## config.mk

```make
export PLATFORM = sky130hd
export DESIGN_NAME = program_sequencer_stack_flat
export DESIGN_NICKNAME = d
export VERILOG_FILES = /design/src/rtl/program_sequencer_stack_if.sv /design/src/rtl/program_sequencer_stack.sv /design/src/flat_wrapper.sv
export SDC_FILE = /design/constraint.sdc
export NUM_CORES = 1
export LEC_CHECK = 0
export ABC_AREA = 1
export ABC_CLOCK_PERIOD_IN_PS = 2200
export BUFFER_PORTS_ARGS = -buffer_cell sky130_fd_sc_hd__buf_2
export CORE_UTILIZATION = 35
export CTS_BUF_LIST = sky130_fd_sc_hd__clkbuf_8
export DETAILED_ROUTE_END_ITERATION = 6
export GPL_ROUTABILITY_DRIVEN = 0
export MAX_ROUTING_LAYER = met4
export PLACE_DENSITY = 0.6
export SLEW_MARGIN = 20
export SYNTH_ARGS = -nofsm -noshare
export SYNTH_HDL_FRONTEND = slang
export SYNTH_SLANG_ARGS = --single-unit
```

## constraint.sdc

```tcl
create_clock -name clk -period 2.2 [get_ports clk]
set_clock_uncertainty 0.2 [all_clocks]
set_input_delay 0.33 -clock clk [delete_from_list [all_inputs] [get_ports clk]]
set_output_delay 0.33 -clock clk [all_outputs]
set_load 0.05 [all_outputs]
```

## src/rtl/program_sequencer_stack_if.sv

```systemverilog
// rtl/program_sequencer_stack_if.sv - control and address bus of the program sequencer
interface program_sequencer_stack_if #(
    parameter int ADDR_W = 8,
    parameter int JMP_W  = 4,
    parameter int SP_W   = 3
);
    logic              sync_reset;
    logic              hold;
    logic              jmp;
    logic              jmp_nz;
    logic              dont_jmp;
    logic              call;
    logic              ret;
    logic [JMP_W-1:0]  jmp_addr;
    logic [ADDR_W-1:0] pm_addr;
    logic [ADDR_W-1:0] pc;
    logic [ADDR_W-1:0] from_PS;
    logic [SP_W-1:0]   stack_depth;
    logic              stack_overflow;
    logic              stack_underflow;

    modport master (
        output sync_reset, hold, jmp, jmp_nz, dont_jmp, call, ret, jmp_addr,
        input  pm_addr, pc, from_PS, stack_depth, stack_overflow, stack_underflow
    );

    modport slave (
        input  sync_reset, hold, jmp, jmp_nz, dont_jmp, call, ret, jmp_addr,
        output pm_addr, pc, from_PS, stack_depth, stack_overflow, stack_underflow
    );
endinterface

```

## src/rtl/program_sequencer_stack.sv

```systemverilog
// rtl/program_sequencer_stack.sv - fetch-stage program sequencer with hardware return stack
module program_sequencer_stack #(
    parameter int ADDR_W      = 8,
    parameter int JMP_W       = 4,
    parameter int STACK_DEPTH = 4,
    parameter int SP_W        = 3
) (
    input  logic                      clk,
    input  logic                      reset_n,
    program_sequencer_stack_if.slave  bus
);
    typedef logic [ADDR_W-1:0] addr_t;

    addr_t           pc_q, pc_d;
    logic [SP_W-1:0] depth_q, depth_d;
    logic            ovf_q, ovf_d;
    logic            unf_q, unf_d;
    addr_t           stack_q [STACK_DEPTH];
    addr_t           stack_d [STACK_DEPTH];

    addr_t pc_inc;
    addr_t jmp_target;
    addr_t top;
    logic  empty;
    logic  full;
    logic  branch;

    always_comb begin
        pc_inc     = pc_q + addr_t'(1);
        jmp_target = addr_t'(bus.jmp_addr) << (ADDR_W - JMP_W);
        empty      = (depth_q == '0);
        full       = (depth_q == SP_W'(STACK_DEPTH));
        branch     = bus.jmp || (bus.jmp_nz && !bus.dont_jmp);
        // entry depth_q-1 is the top; leaves 0 when the stack is empty
        top = '0;
        for (int i = 0; i < STACK_DEPTH; i++) begin
            if (depth_q == SP_W'(i + 1)) begin
                top = stack_q[i];
            end
        end
    end

    always_comb begin
        pc_d    = pc_inc;
        depth_d = depth_q;
        ovf_d   = ovf_q;
        unf_d   = unf_q;
        stack_d = stack_q;

        if (bus.sync_reset) begin
            pc_d    = '0;
            depth_d = '0;
            ovf_d   = 1'b0;
            unf_d   = 1'b0;
        end else if (bus.hold) begin
            pc_d = pc_q;
        end else if (bus.ret) begin
            if (!empty) begin
                pc_d    = top;
                depth_d = depth_q - SP_W'(1);
            end else begin
                pc_d  = pc_inc;
                unf_d = 1'b1;
            end
        end else if (bus.call) begin
            // a call on a full stack still jumps; only the push is dropped
            pc_d = jmp_target;
            if (!full) begin
                for (int i = 0; i < STACK_DEPTH; i++) begin
                    if (depth_q == SP_W'(i)) begin
                        stack_d[i] = pc_inc;
                    end
                end
                depth_d = depth_q + SP_W'(1);
            end else begin
                ovf_d = 1'b1;
            end
        end else if (branch) begin
            pc_d = jmp_target;
        end
    end

    always_ff @(posedge clk or negedge reset_n) begin
        if (!reset_n) begin
            pc_q    <= '0;
            depth_q <= '0;
            ovf_q   <= 1'b0;
            unf_q   <= 1'b0;
            for (int i = 0; i < STACK_DEPTH; i++) begin
                stack_q[i] <= '0;
            end
        end else begin
            pc_q    <= pc_d;
            depth_q <= depth_d;
            ovf_q   <= ovf_d;
            unf_q   <= unf_d;
            for (int i = 0; i < STACK_DEPTH; i++) begin
                stack_q[i] <= stack_d[i];
            end
        end
    end

    // fetch address is held at 0 for the whole time reset_n is low
    assign bus.pm_addr         = reset_n ? pc_d : '0;
    assign bus.pc              = pc_q;
    assign bus.from_PS         = top;
    assign bus.stack_depth     = depth_q;
    assign bus.stack_overflow  = ovf_q;
    assign bus.stack_underflow = unf_q;
endmodule

```

## src/flat_wrapper.sv

```systemverilog
// flat-port wrapper written by rule: the top's interface ports become plain ports
module program_sequencer_stack_flat 
#(
    parameter int ADDR_W      = 8,
    parameter int JMP_W       = 4,
    parameter int STACK_DEPTH = 4,
    parameter int SP_W        = 3
)
  (clk, reset_n, bus_sync_reset, bus_hold, bus_jmp, bus_jmp_nz, bus_dont_jmp, bus_call, bus_ret, bus_jmp_addr, bus_pm_addr, bus_pc, bus_from_PS, bus_stack_depth, bus_stack_overflow, bus_stack_underflow);
  program_sequencer_stack_if #(.ADDR_W(ADDR_W), .JMP_W(JMP_W), .SP_W(SP_W)) bus_i ();
  input  logic clk;
  input  logic reset_n;
  input wire logic [$bits(bus_i.sync_reset)-1:0] bus_sync_reset;
  input wire logic [$bits(bus_i.hold)-1:0] bus_hold;
  input wire logic [$bits(bus_i.jmp)-1:0] bus_jmp;
  input wire logic [$bits(bus_i.jmp_nz)-1:0] bus_jmp_nz;
  input wire logic [$bits(bus_i.dont_jmp)-1:0] bus_dont_jmp;
  input wire logic [$bits(bus_i.call)-1:0] bus_call;
  input wire logic [$bits(bus_i.ret)-1:0] bus_ret;
  input wire logic [$bits(bus_i.jmp_addr)-1:0] bus_jmp_addr;
  output wire logic [$bits(bus_i.pm_addr)-1:0] bus_pm_addr;
  output wire logic [$bits(bus_i.pc)-1:0] bus_pc;
  output wire logic [$bits(bus_i.from_PS)-1:0] bus_from_PS;
  output wire logic [$bits(bus_i.stack_depth)-1:0] bus_stack_depth;
  output wire logic [$bits(bus_i.stack_overflow)-1:0] bus_stack_overflow;
  output wire logic [$bits(bus_i.stack_underflow)-1:0] bus_stack_underflow;
  assign bus_i.sync_reset = bus_sync_reset;
  assign bus_i.hold = bus_hold;
  assign bus_i.jmp = bus_jmp;
  assign bus_i.jmp_nz = bus_jmp_nz;
  assign bus_i.dont_jmp = bus_dont_jmp;
  assign bus_i.call = bus_call;
  assign bus_i.ret = bus_ret;
  assign bus_i.jmp_addr = bus_jmp_addr;
  assign bus_pm_addr = bus_i.pm_addr;
  assign bus_pc = bus_i.pc;
  assign bus_from_PS = bus_i.from_PS;
  assign bus_stack_depth = bus_i.stack_depth;
  assign bus_stack_overflow = bus_i.stack_overflow;
  assign bus_stack_underflow = bus_i.stack_underflow;
  program_sequencer_stack #(.ADDR_W(ADDR_W), .JMP_W(JMP_W), .STACK_DEPTH(STACK_DEPTH), .SP_W(SP_W)) u_core (.clk(clk), .reset_n(reset_n), .bus(bus_i));
endmodule
```

==> metrics.cfg <==
[critical_path]
reg2regPathDepth=10
crit_path_end_kind=output pin
crit_path_start_kind=flip-flop
cp_cell_sequence=ha_4 > ha_4 > inv_8 > nor2_1 > nor2_2 > nand2_4 > nand2_4 > nand2_2 > nand2_2 > nand3_2 > a21oi_4 > buf_6
cp_data_arrival_time_ns=2.12
crit_path_max_fanout=5
cp_top_family=flip-flops
slowest_delay_ns=0.53
r2r_end=u_core.stack_q[7]$_DFFE_PN0P_
r2r_start=u_core.bus.stack_depth[0]$_DFFE_PN0P_
critPathRequiredTime_ns=1.67
critPathSlowestCell=dfrtp_4
r2r_slack_ns=0.18
criticalPathCategory=flip-flop to output pin
cp_num_buf_inv=2

[timing]
finalCritPeriodShare_pct=120
fin_crit_ns=2.65
setup_viol=16
setup_tns_ns=-5.65
slew_violations=0
maxSlewHeadroom_pct=53.1
tightest_slew_ns=0.702
setup_ws_ns=-0.447
maxClockFrequency_mhz=378
rsz0062_at_grt=true
finalHoldViolations=0

[drt]
vias=2826
wl_um=7900
viasPerCell=4.81
drt_iter0_markers=136
wl_per_cell_um=13.4
dr.pass1.iters=4
routed-wl-met2_um=3910
wl_met3_um=268
top_layer_used=met4
drc=0
wl_met1_um=3550
detail-route-antenna-nets=0

[cells_and_area]
drive_gt1_share_pct=42.1
area_growth_pct=53.8
multiInputGateArea_mm2=0.00179
layout_common_cells=nand2_1 (111), buf_4 (56), inv_1 (42)
register_area_mm2=0.00114
fill_cells=694
final_area_mm2=0.00424
final_nets=508
mostFrequentLayoutCell=nand2_1
antennaDiodeCount=0
final_util_pct=56.9

[synthesis]
netlist_area_mm2=0.00275
async_flop_share_pct=100
yosys.area.top_type=dfrtp_1
yosys.cell_types.count=29
synthFlopType=dfrtp_1
ys_ff_latch=45
syn-mean-instance-area_um2=7.15
ys_warn_count=0
yosysSeqAreaShare_pct=40.9
synth_edf_count=0
yosysTopAreaCellShare_pct=40.9
synth.net_count=405
synth_area_leaders=dfrtp_1 (41%), nand2_1 (18%), inv_1 (6.5%)
syn_inst=385

[min_path]
hold_class=input pin to flip-flop
hold_path_depth=2
hold_end=u_core.bus.stack_underflow$_DFFE_PN0P_
holdCritStartpoint=bus_sync_reset

[clock_tree]
h-tree-depth=2
clk_pin_slew_ns=0.09
cts_tree=yes
root_buffer=clkbuf_8
cts_made_buffers=5
cts.sinks=45
ctsLongestPathBuffers=2
insertion_delay_ns=0.31

[global_routing]
grt_overflow=0
grt_max_degree=46
grt_pass1_wl_um=13700
antenna_found_initial=0
first_global_vias=2907
grt.total_usage_pct=21.5

[pwr]
p_leak_nw=2.10
power_density_mw_per_mm2=1150
total_power_mw=4.87
peakVddDrop_uv=400

[die]
start_util_pct=37.0
die-area_mm2=0.00823
core_area_mm2=0.00745
io_pins=42
num_rows=31
fp.dieW_um=90.7
die-height_um=90.7

[placed_design]
portBuffers=41
place_area_mm2=0.00381
post-place-ws_ns=-0.241
dpl.hpwl_um=5970

[flow_run]
maxCapViolCount=0

[status]
outcome=finished, violations left
violations=setup timing

## state kept, by name, summed over array words and instances (netlist names)
signal	count
u_core.bus.pc	8
u_core.bus.stack_overflow	1
u_core.bus.stack_underflow	1
u_core.stack_q	32
u_core.bus.stack_depth	3
## report_power, final
part	switching [mW]	internal (mW)
registers	0.147	1.06
clock network	0.301	0.451
logic	1.70	1.21
## metrics by stage
step                std cells  hold slack [ns]
floorplan                 385           -0.166
global placement          575            0.266
detailed placement        575            0.274
CTS                       588           0.0676
global route              588           0.0706
finish                    588           0.0724
## routing by layer
layer | up-vias | GRT usage [%]
li1 | 1442 | -
met1 | 1308 | 25.8
met2 | 61 | 37.1
met3 | 15 | 2.86
met4 | 0 | 7.39
met5 | - | -
## timing repair
item | in CTS | in global routing
hold endpoints to repair | 15 | 0
endpoints found under the setup margin | 16 | 21
cloned | 1 | 0
pin swaps | 21 | 13
setup buffers | 3 | 2
hold buffers | 1 | 0
resized for setup | 54 | 23
## worst max path at each step
stage	start	to	cells past startpoint
2_1_floorplan	u_core.bus.stack_depth[1]$_DFFE_PN0P_	bus_pm_addr[6]	12
3_3_place_gp	u_core.bus.stack_depth[0]$_DFFE_PN0P_	bus_pm_addr[7]	12
3_5_place_dp	u_core.bus.stack_depth[0]$_DFFE_PN0P_	bus_pm_addr[7]	12
4_1_cts	u_core.bus.stack_depth[0]$_DFFE_PN0P_	bus_pm_addr[1]	13
5_1_grt	u_core.bus.stack_depth[0]$_DFFE_PN0P_	bus_pm_addr[0]	12
6_report	u_core.bus.stack_depth[0]$_DFFE_PN0P_	bus_pm_addr[6]	12
## kinds of logic (layout without fill, tap and decap cells)
group | count (synthesis) | after routing | share of synthesized area [%]
fa+ha+maj | 7 | 7 | 3.18
flops | 45 | 45 | 40.9
xor+xnor | 1 | 1 | 0.318
compound gates | 73 | 73 | 15.5
buf+inv | 61 | 165 | 8.91
simple gates | 198 | 198 | 31.2
## synthesized netlist by cell type (5+ instances only)
library cell  number
a21boi_0           6
or2_2              5
o21ai_0           32
dfrtp_1           45
nor2_1            14
nand2_1          134
nand3_1           32
ha_1               7
inv_1             48
o21ai_1            8
a21oi_1           18
inv_2              5
## final cells by class
| class | count | area share [%] |
|---|---|---|
| multi-input combinational | 279 | 42.3 |
| sequential | 45 | 26.8 |
| timing repair buffer | 103 | 19.5 |
| inverter | 53 | 5.11 |
| tap | 99 | 2.92 |
| clock buffer | 5 | 1.62 |
| clock inverter | 3 | 1.54 |
| timing repair inverter | 1 | 0.148 |
(Power assumes the default switching activity.)
